==> src/rtl/lcd_reg_view_pkg.sv <==
// lcd_reg_view_pkg: FSM state enum, HD44780 command bytes and the nibble-to-ASCII helper shared by the display block
package lcd_reg_view_pkg;
  typedef enum logic [2:0] {
    PWR_WAIT, INIT, SNAP, LINE1_CMD, LINE1_CHR, LINE2_CMD, LINE2_CHR, DONE
  } state_t;
  localparam logic [7:0] CMD_FUNC  = 8'h38;
  localparam logic [7:0] CMD_DISP  = 8'h0C;
  localparam logic [7:0] CMD_MODE  = 8'h06;
  localparam logic [7:0] CMD_CLR   = 8'h01;
  localparam logic [7:0] CMD_LINE1 = 8'h80;
  localparam logic [7:0] CMD_LINE2 = 8'hC0;
  localparam logic [7:0] CHR_SPC   = 8'h20;
  function automatic logic [7:0] hex_ascii(input logic [3:0] n);
    return n < 4'd10 ? 8'h30 + {4'h0, n} : 8'h37 + {4'h0, n};
  endfunction
endpackage

==> src/rtl/lcd_byte_writer.sv <==
// lcd_byte_writer: one HD44780 byte write (setup clock, en pulse, settle); in: start, wr_byte, rs, is_clear; out: lcd_data, lcd_rs, lcd_en, done (pulse in last settle clock)
module lcd_byte_writer #(
  parameter int T_EN_CYC  = 25,
  parameter int T_CMD_CYC = 2_500,
  parameter int T_CLR_CYC = 100_000
) (
  input  logic       clk,
  input  logic       rst,
  input  logic       start,
  input  logic [7:0] wr_byte,
  input  logic       rs,
  input  logic       is_clear,
  output logic [7:0] lcd_data,
  output logic       lcd_rs,
  output logic       lcd_en,
  output logic       done
);
  localparam int T_SET_MAX = T_CLR_CYC > T_CMD_CYC ? T_CLR_CYC : T_CMD_CYC;
  localparam int KW = $clog2(T_EN_CYC + T_SET_MAX + 2);
  localparam logic [KW-1:0] K_EN  = KW'(T_EN_CYC);
  localparam logic [KW-1:0] K_CMD = KW'(T_EN_CYC + T_CMD_CYC);
  localparam logic [KW-1:0] K_CLR = KW'(T_EN_CYC + T_CLR_CYC);
  logic          busy, clr;
  logic [KW-1:0] k;
  // k counts clocks within the byte: 0 = setup, 1..T_EN = strobe, then settle
  assign done = busy && k == (clr ? K_CLR : K_CMD);
  always_ff @(posedge clk) begin
    if (rst) begin
      busy     <= 1'b0;
      clr      <= 1'b0;
      k        <= '0;
      lcd_en   <= 1'b0;
      lcd_data <= '0;
      lcd_rs   <= 1'b0;
    end else if (start) begin
      busy     <= 1'b1;
      clr      <= is_clear;
      k        <= '0;
      lcd_en   <= 1'b0;
      lcd_data <= wr_byte;
      lcd_rs   <= rs;
    end else if (busy) begin
      busy   <= !done;
      k      <= done ? '0 : k + 1'b1;
      lcd_en <= k < K_EN;
    end
  end
endmodule

==> src/rtl/lcd_reg_view.sv <==
// lcd_reg_view: HD44780 8-bit viewer of x0..x7 as hex on two lines; in: clk, rst, x0..x7; out: lcd_data, lcd_rs, lcd_rw, lcd_en, frame_done
module lcd_reg_view
  import lcd_reg_view_pkg::*;
#(
  parameter int T_PWR_CYC = 1_000_000,
  parameter int T_EN_CYC  = 25,
  parameter int T_CMD_CYC = 2_500,
  parameter int T_CLR_CYC = 100_000
) (
  input  logic       clk,
  input  logic       rst,
  input  logic [7:0] x0,
  input  logic [7:0] x1,
  input  logic [7:0] x2,
  input  logic [7:0] x3,
  input  logic [7:0] x4,
  input  logic [7:0] x5,
  input  logic [7:0] x6,
  input  logic [7:0] x7,
  output logic [7:0] lcd_data,
  output logic       lcd_rs,
  output logic       lcd_rw,
  output logic       lcd_en,
  output logic       frame_done
);
  localparam int PW = $clog2(T_PWR_CYC + 1);
  state_t         state, state_n;
  logic [PW-1:0]  tmr;
  logic [4:0]     idx, n_bytes;
  logic [7:0][7:0] snap;
  logic [7:0]     xr, chr, init_b, wr_byte;
  logic [3:0]     p;
  logic [2:0]     sel;
  logic           send, start, leave, wr_rs, wr_done, is_clear, en_q;
  assign lcd_rw     = 1'b0;
  assign frame_done = state == DONE;
  // A state leaves as soon as its last byte's strobe falls, so DONE/SNAP run
  // inside that byte's settle window; the next state starts on the writer's
  // done pulse, keeping byte spacing exact. This needs T_CMD_CYC >= 4.
  always_comb begin
    p        = idx[3:0];
    sel      = {state == LINE2_CHR, 2'(p / 4'd3)};
    xr       = snap[sel];
    chr      = (p > 4'd10 || p % 4'd3 == 4'd2) ? CHR_SPC
             : hex_ascii(p % 4'd3 == 4'd0 ? xr[7:4] : xr[3:0]);
    init_b   = idx[1:0] == 2'd0 ? CMD_FUNC : idx[1:0] == 2'd1 ? CMD_DISP
             : idx[1:0] == 2'd2 ? CMD_MODE : CMD_CLR;
    wr_byte  = state == INIT ? init_b : state == LINE1_CMD ? CMD_LINE1
             : state == LINE2_CMD ? CMD_LINE2 : chr;
    wr_rs    = state == LINE1_CHR || state == LINE2_CHR;
    is_clear = state == INIT && init_b == CMD_CLR;
    n_bytes  = state == INIT ? 5'd4 : wr_rs ? 5'd16 : 5'd1;
    send     = state inside {INIT, LINE1_CMD, LINE1_CHR, LINE2_CMD, LINE2_CHR};
    start    = send && idx < n_bytes && (wr_done || (state == INIT && idx == 5'd0));
    leave    = send && idx == n_bytes && en_q && !lcd_en;
    state_n  = state;
    case (state)
      PWR_WAIT:  state_n = tmr == PW'(T_PWR_CYC - 1) ? INIT : PWR_WAIT;
      INIT:      state_n = leave ? SNAP : INIT;
      SNAP:      state_n = LINE1_CMD;
      LINE1_CMD: state_n = leave ? LINE1_CHR : LINE1_CMD;
      LINE1_CHR: state_n = leave ? LINE2_CMD : LINE1_CHR;
      LINE2_CMD: state_n = leave ? LINE2_CHR : LINE2_CMD;
      LINE2_CHR: state_n = leave ? DONE : LINE2_CHR;
      default:   state_n = SNAP;
    endcase
  end
  always_ff @(posedge clk) begin
    if (rst) begin
      state <= PWR_WAIT;
      tmr   <= '0;
      idx   <= '0;
      snap  <= '0;
      en_q  <= 1'b0;
    end else begin
      state <= state_n;
      tmr   <= state == PWR_WAIT ? tmr + 1'b1 : '0;
      idx   <= state_n != state ? '0 : idx + {4'd0, start};
      en_q  <= lcd_en;
      if (state == SNAP) snap <= {x7, x6, x5, x4, x3, x2, x1, x0};
    end
  end
  lcd_byte_writer #(
    .T_EN_CYC (T_EN_CYC),
    .T_CMD_CYC(T_CMD_CYC),
    .T_CLR_CYC(T_CLR_CYC)
  ) u_wr (
    .clk     (clk),
    .rst     (rst),
    .start   (start),
    .wr_byte (wr_byte),
    .rs      (wr_rs),
    .is_clear(is_clear),
    .lcd_data(lcd_data),
    .lcd_rs  (lcd_rs),
    .lcd_en  (lcd_en),
    .done    (wr_done)
  );
endmodule

==> config.mk <==
export PLATFORM = sky130hd
export DESIGN_NAME = lcd_reg_view
export DESIGN_NICKNAME = d
export VERILOG_FILES = /design/src/rtl/lcd_reg_view_pkg.sv /design/src/rtl/lcd_byte_writer.sv /design/src/rtl/lcd_reg_view.sv
export SDC_FILE = /design/constraint.sdc
export NUM_CORES = 1
export LEC_CHECK = 0
export ABC_CLOCK_PERIOD_IN_PS = 3900
export CAP_MARGIN = 10
export CORE_AREA = 2 2 115 117
export CTS_CLUSTER_DIAMETER = 120
export CTS_CLUSTER_SIZE = 14
export DETAILED_ROUTE_END_ITERATION = 12
export DIE_AREA = 0 0 117 119
export HOLD_SLACK_MARGIN = 0.05
export PLACE_DENSITY = 0.75
export SLEW_MARGIN = 20
export SYNTH_ARGS = -nofsm -noshare
export SYNTH_HDL_FRONTEND = slang
export SYNTH_SLANG_ARGS = --single-unit
==> constraint.sdc <==
create_clock -name clk -period 3.9 [get_ports clk]
set_input_delay 1.17 -clock clk [delete_from_list [all_inputs] [get_ports clk]]
set_output_delay 1.17 -clock clk [all_outputs]
set_load 0.02 [all_outputs]
==> Implementation_results.wiki <==
{| class="wikitable"
! Metric !! Value
|-
| Mean Syn Cell Area || ~8 sq um
|-
| Remaining routing DRC violations || 0
|-
| Number of synthesized register bits || around 120
|-
| Setup crit start kind || flip-flop
|-
| Cells after Synth || roughly 800
|-
| Maximum clock skew at final layout || ~9.5 ps
|-
| Post-place instance area || 0.00721 sq mm
|-
| Mapped Nets || between 800 and 900
|-
| Setup slack of the critical path after layout || around 280 ps
|-
| Worst setup path category || flip-flop to flip-flop
|-
| Maximum fanout encountered on the critical timing path || 14
|-
| Most frequent cell after synthesis || sky130_fd_sc_hd__nand2_1
|-
| Final ANT Viol Nets || 0
|-
| Aggregate global-route resource usage || 0.231
|-
| Final setup violating endpoints || 0
|-
| Max incr delay on CP || 520 ps
|-
| CTS hold repair buffers || 0
|-
| Max-cap violations || 0
|-
| Detailed-route via count || between 5000 and 6000
|-
| Cell taking the most area after synthesis || sky130_fd_sc_hd__dfxtp_1
|-
| Post-detail-place hpwl || about 11 mm
|-
| Synthesis Warnings || 0
|-
| Main flop type after synthesis || sky130_fd_sc_hd__dfxtp_1
|-
| Pin count of the biggest net entering global routing || 65
|-
| Worst hold path type || flip-flop to flip-flop
|-
| Met1 capacity usage during global routing || 0.301
|-
| Cells taking the most area after synthesis || sky130_fd_sc_hd__dfxtp_1 (39%), sky130_fd_sc_hd__nand2_1 (11%), sky130_fd_sc_hd__a21oi_1 (6.3%)
|-
| GRT busiest layer || met2
|-
| Number of global-route vias before repair || about 5400
|-
| First-pass GRT wire length || 25.5 mm
|-
| Maximum vdd ir drop || about 0.30 mV
|-
| Status || finished, final reports clean
|-
| Register area share after synthesis || 0.388
|-
| Buffer levels on the longest clock path || 2
|-
| Post-synth EDFFs || 0
|-
| Final Cycle Share || 0.929
|-
| Signed area change from the synthesized netlist to the final layout || 24.5%
|-
| Standard-cell rows || 42
|-
| Clock tree from TritonCTS || done
|-
| Worst Path Arrival || 3960 ps
|-
| Length of the first detailed-routing pass in iterations || 5
|-
| Worst-path clk slew || ~50 ps
|-
| Clock Root Buffer || sky130_fd_sc_hd__clkbuf_16
|-
| Routability Congestion || approximately 0.9
|-
| Async SR Flop Fraction || 0
|-
| List of cells traversed by the critical path || nand2b_1, inv_1, ha_1, inv_1, ha_2, nand2b_1, o221a_2, ha_1, inv_2, nand4_4, nor2_4, buf_12, buf_4, mux4_2, o211ai_1, o32ai_2, buf_4, a2111o_1, a31oi_1
|-
| Clock Sinks || between 100 and 150
|-
| Fraction of met2 tracks used by global routing || 0.366
|-
| Initial antenna violation count || 0
|-
| Data required time of the critical path || between 4000 and 5000 ps
|-
| Worst-case reg-to-reg path depth || 19
|-
| Number of cells traversed by the worst hold path || 2
|-
| Num ports || 78
|-
| Full die area || about 0.014 sq mm
|-
| P_leak || 0.00277 uW
|-
| Clock latency on the worst-skew pair || 410 ps
|-
| Post-route cell area || ~0.008 sq mm
|-
| Global-route track usage on met3 || 0.0534
|-
| Post-DR wirelength/cell || roughly 15 um
|-
| Yosys top cell area share || 0.388
|-
| Upper clock frequency limit || 276 MHz
|-
| Unique masters post-synth || 81
|-
| Total detailed-routing wirelength || 15.6 mm
|-
| # port buffers || 76
|-
| Sum of negative setup slack || 0 ps
|-
| Die H || 119 um
|-
| Die X-Extent || between 100 and 150 um
|-
| Worst slew pin tran || 739 ps
|-
| Most frequent cells after synthesis || sky130_fd_sc_hd__nand2_1 (182), sky130_fd_sc_hd__dfxtp_1 (122), sky130_fd_sc_hd__a21oi_1 (79)
|-
| Setup repair after global routing missed its margin || no
|-
| Total standard cell area after synthesis || 0.00629 sq mm
|-
| Count of inserted antenna diode cells || 0
|-
| Effective utilization at floorplan || 0.489
|-
| Fin. Hold Viols || 0
|-
| Critical path's slowest cell || sky130_fd_sc_hd__mux4_2
|-
| DRC violation total after the first TritonRoute iteration || 338
|-
| Via density per instance || ~5.5
|-
| Power density over the cells || 359 mW/mm^2
|-
| Count of final max-slew check failures || 0
|-
| Final Hold Slack || about 450 ps
|-
| Setup slack after placement || a little under 50 ps
|-
| TritonCTS Buffers || 17
|-
| Placeable core area || approximately 0.013 sq mm
|-
| Worst setup EP type || flip-flop
|-
| H-tree level count || 4
|-
| Number of nets in the final layout || about 950
|-
| Clock period minus worst slack || roughly 3600 ps
|-
| Proportion of layout cells with a drive suffix above 1 || 0.105
|-
| Max-slew headroom || 0.508
|-
| Global route overflow || 0
|}
[cells by family (layout without fill, tap and decap cells)]
logic type	after synthesis	after routing	synth area share
AND/OR/NAND/NOR	369	369	0.277
AO/OA/AOI/OAI	167	167	0.175
flip-flops	122	122	0.388
buffers and inverters	64	148	0.0477
XOR/XNOR	34	34	0.0473
adder cells (fa/ha/maj)	18	18	0.0358
multiplexers	14	14	0.0290
other	1	1	0.000596
[worst paths after layout]
path / startpoint / endpoint / slack (ps)
worst min register to register: snap[29] / snap[29] / 450
worst min-delay path: snap[29] / snap[29] / 450
worst max register to register: idx[3] / u_wr.lcd_data[6] / 280
worst max-delay path: idx[3] / u_wr.lcd_data[6] / 280
[placed cells by master, fill, tap and decap left out, drive strengths merged, types with 5 or more instances in the layout]
cell type      instances
nor3                   8
nand4                 14
ha                    18
nor4                   6
nand3                 29
clkinv                 5
mux2i                  7
dfxtp                122
clkbuf                20
nand2                182
a21oi                 80
nand2b                 6
nor2                  72
and2                   5
clkdlybuf4s50         75
a211o                  5
a21boi                 8
xor2                  21
and3                  15
or3                    7
xnor2                 13
a211oi                10
inv                   18
o21ai                 20
buf                   27
nand3b                 5
[state kept, by name, indices dropped and copies added (netlist names)]
signal	flops
en_q	1
idx	5
snap	64
state	3
tmr	20
u_wr.busy	1
u_wr.clr	1
u_wr.k	17
u_wr.lcd_data	8
u_wr.lcd_en	1
u_wr.lcd_rs	1
[metrics by stage]
stage | std cells | utilization | power, uW
3_3_place_gp | 1017 | 0.560 | 1370
6_report | 1049 | 0.608 | 2810
2_1_floorplan | 789 | - | 1300
3_5_place_dp | 1017 | 0.560 | 1370
4_1_cts | 1045 | 0.603 | 2830
5_1_grt | 1049 | 0.608 | 2890
[worst max-delay path: cells and delay by family (launching register included)]
family | cells | cell delay (ps)
compound gates | 5 | 1050
fa+ha+maj | 3 | 570
flops | 1 | 320
simple gates | 4 | 460
buf+inv | 6 | 620
mux | 1 | 520
[cell type report]
| cell class | count | area, sq um |
|---|---|---|
| multi-input combinational | 603 | 3590 |
| timing repair buffer | 102 | 963 |
| inverter | 18 | 67.6 |
| clock buffer | 20 | 447 |
| tap | 176 | 220 |
| clock inverter | 8 | 100 |
| sequential | 122 | 2440 |
| fill | 1176 | 5040 |
[metal layers]
metal  wire length [um]  vias to the layer above
met5                  0                        -
li1                   -                     2887
met3                690                       28
met4                392                        0
met2               7380                      127
met1               7160                     2690
[what timing repair did]
| action | in CTS | in global routing |
|---|---|---|
| buffers inserted | 0 | 4 |
| endpoints found under the setup margin | 0 | 7 |
| gates resized for setup | 0 | 7 |
[where the power goes]
group | switching, uW | total (uW) | internal (uW)
clock network | 528 | 1470 | 938
logic | 32.0 | 92.5 | 60.5
registers | 2.42 | 1250 | 1250
No activity file was read; power rests on OpenSTA's default activity.
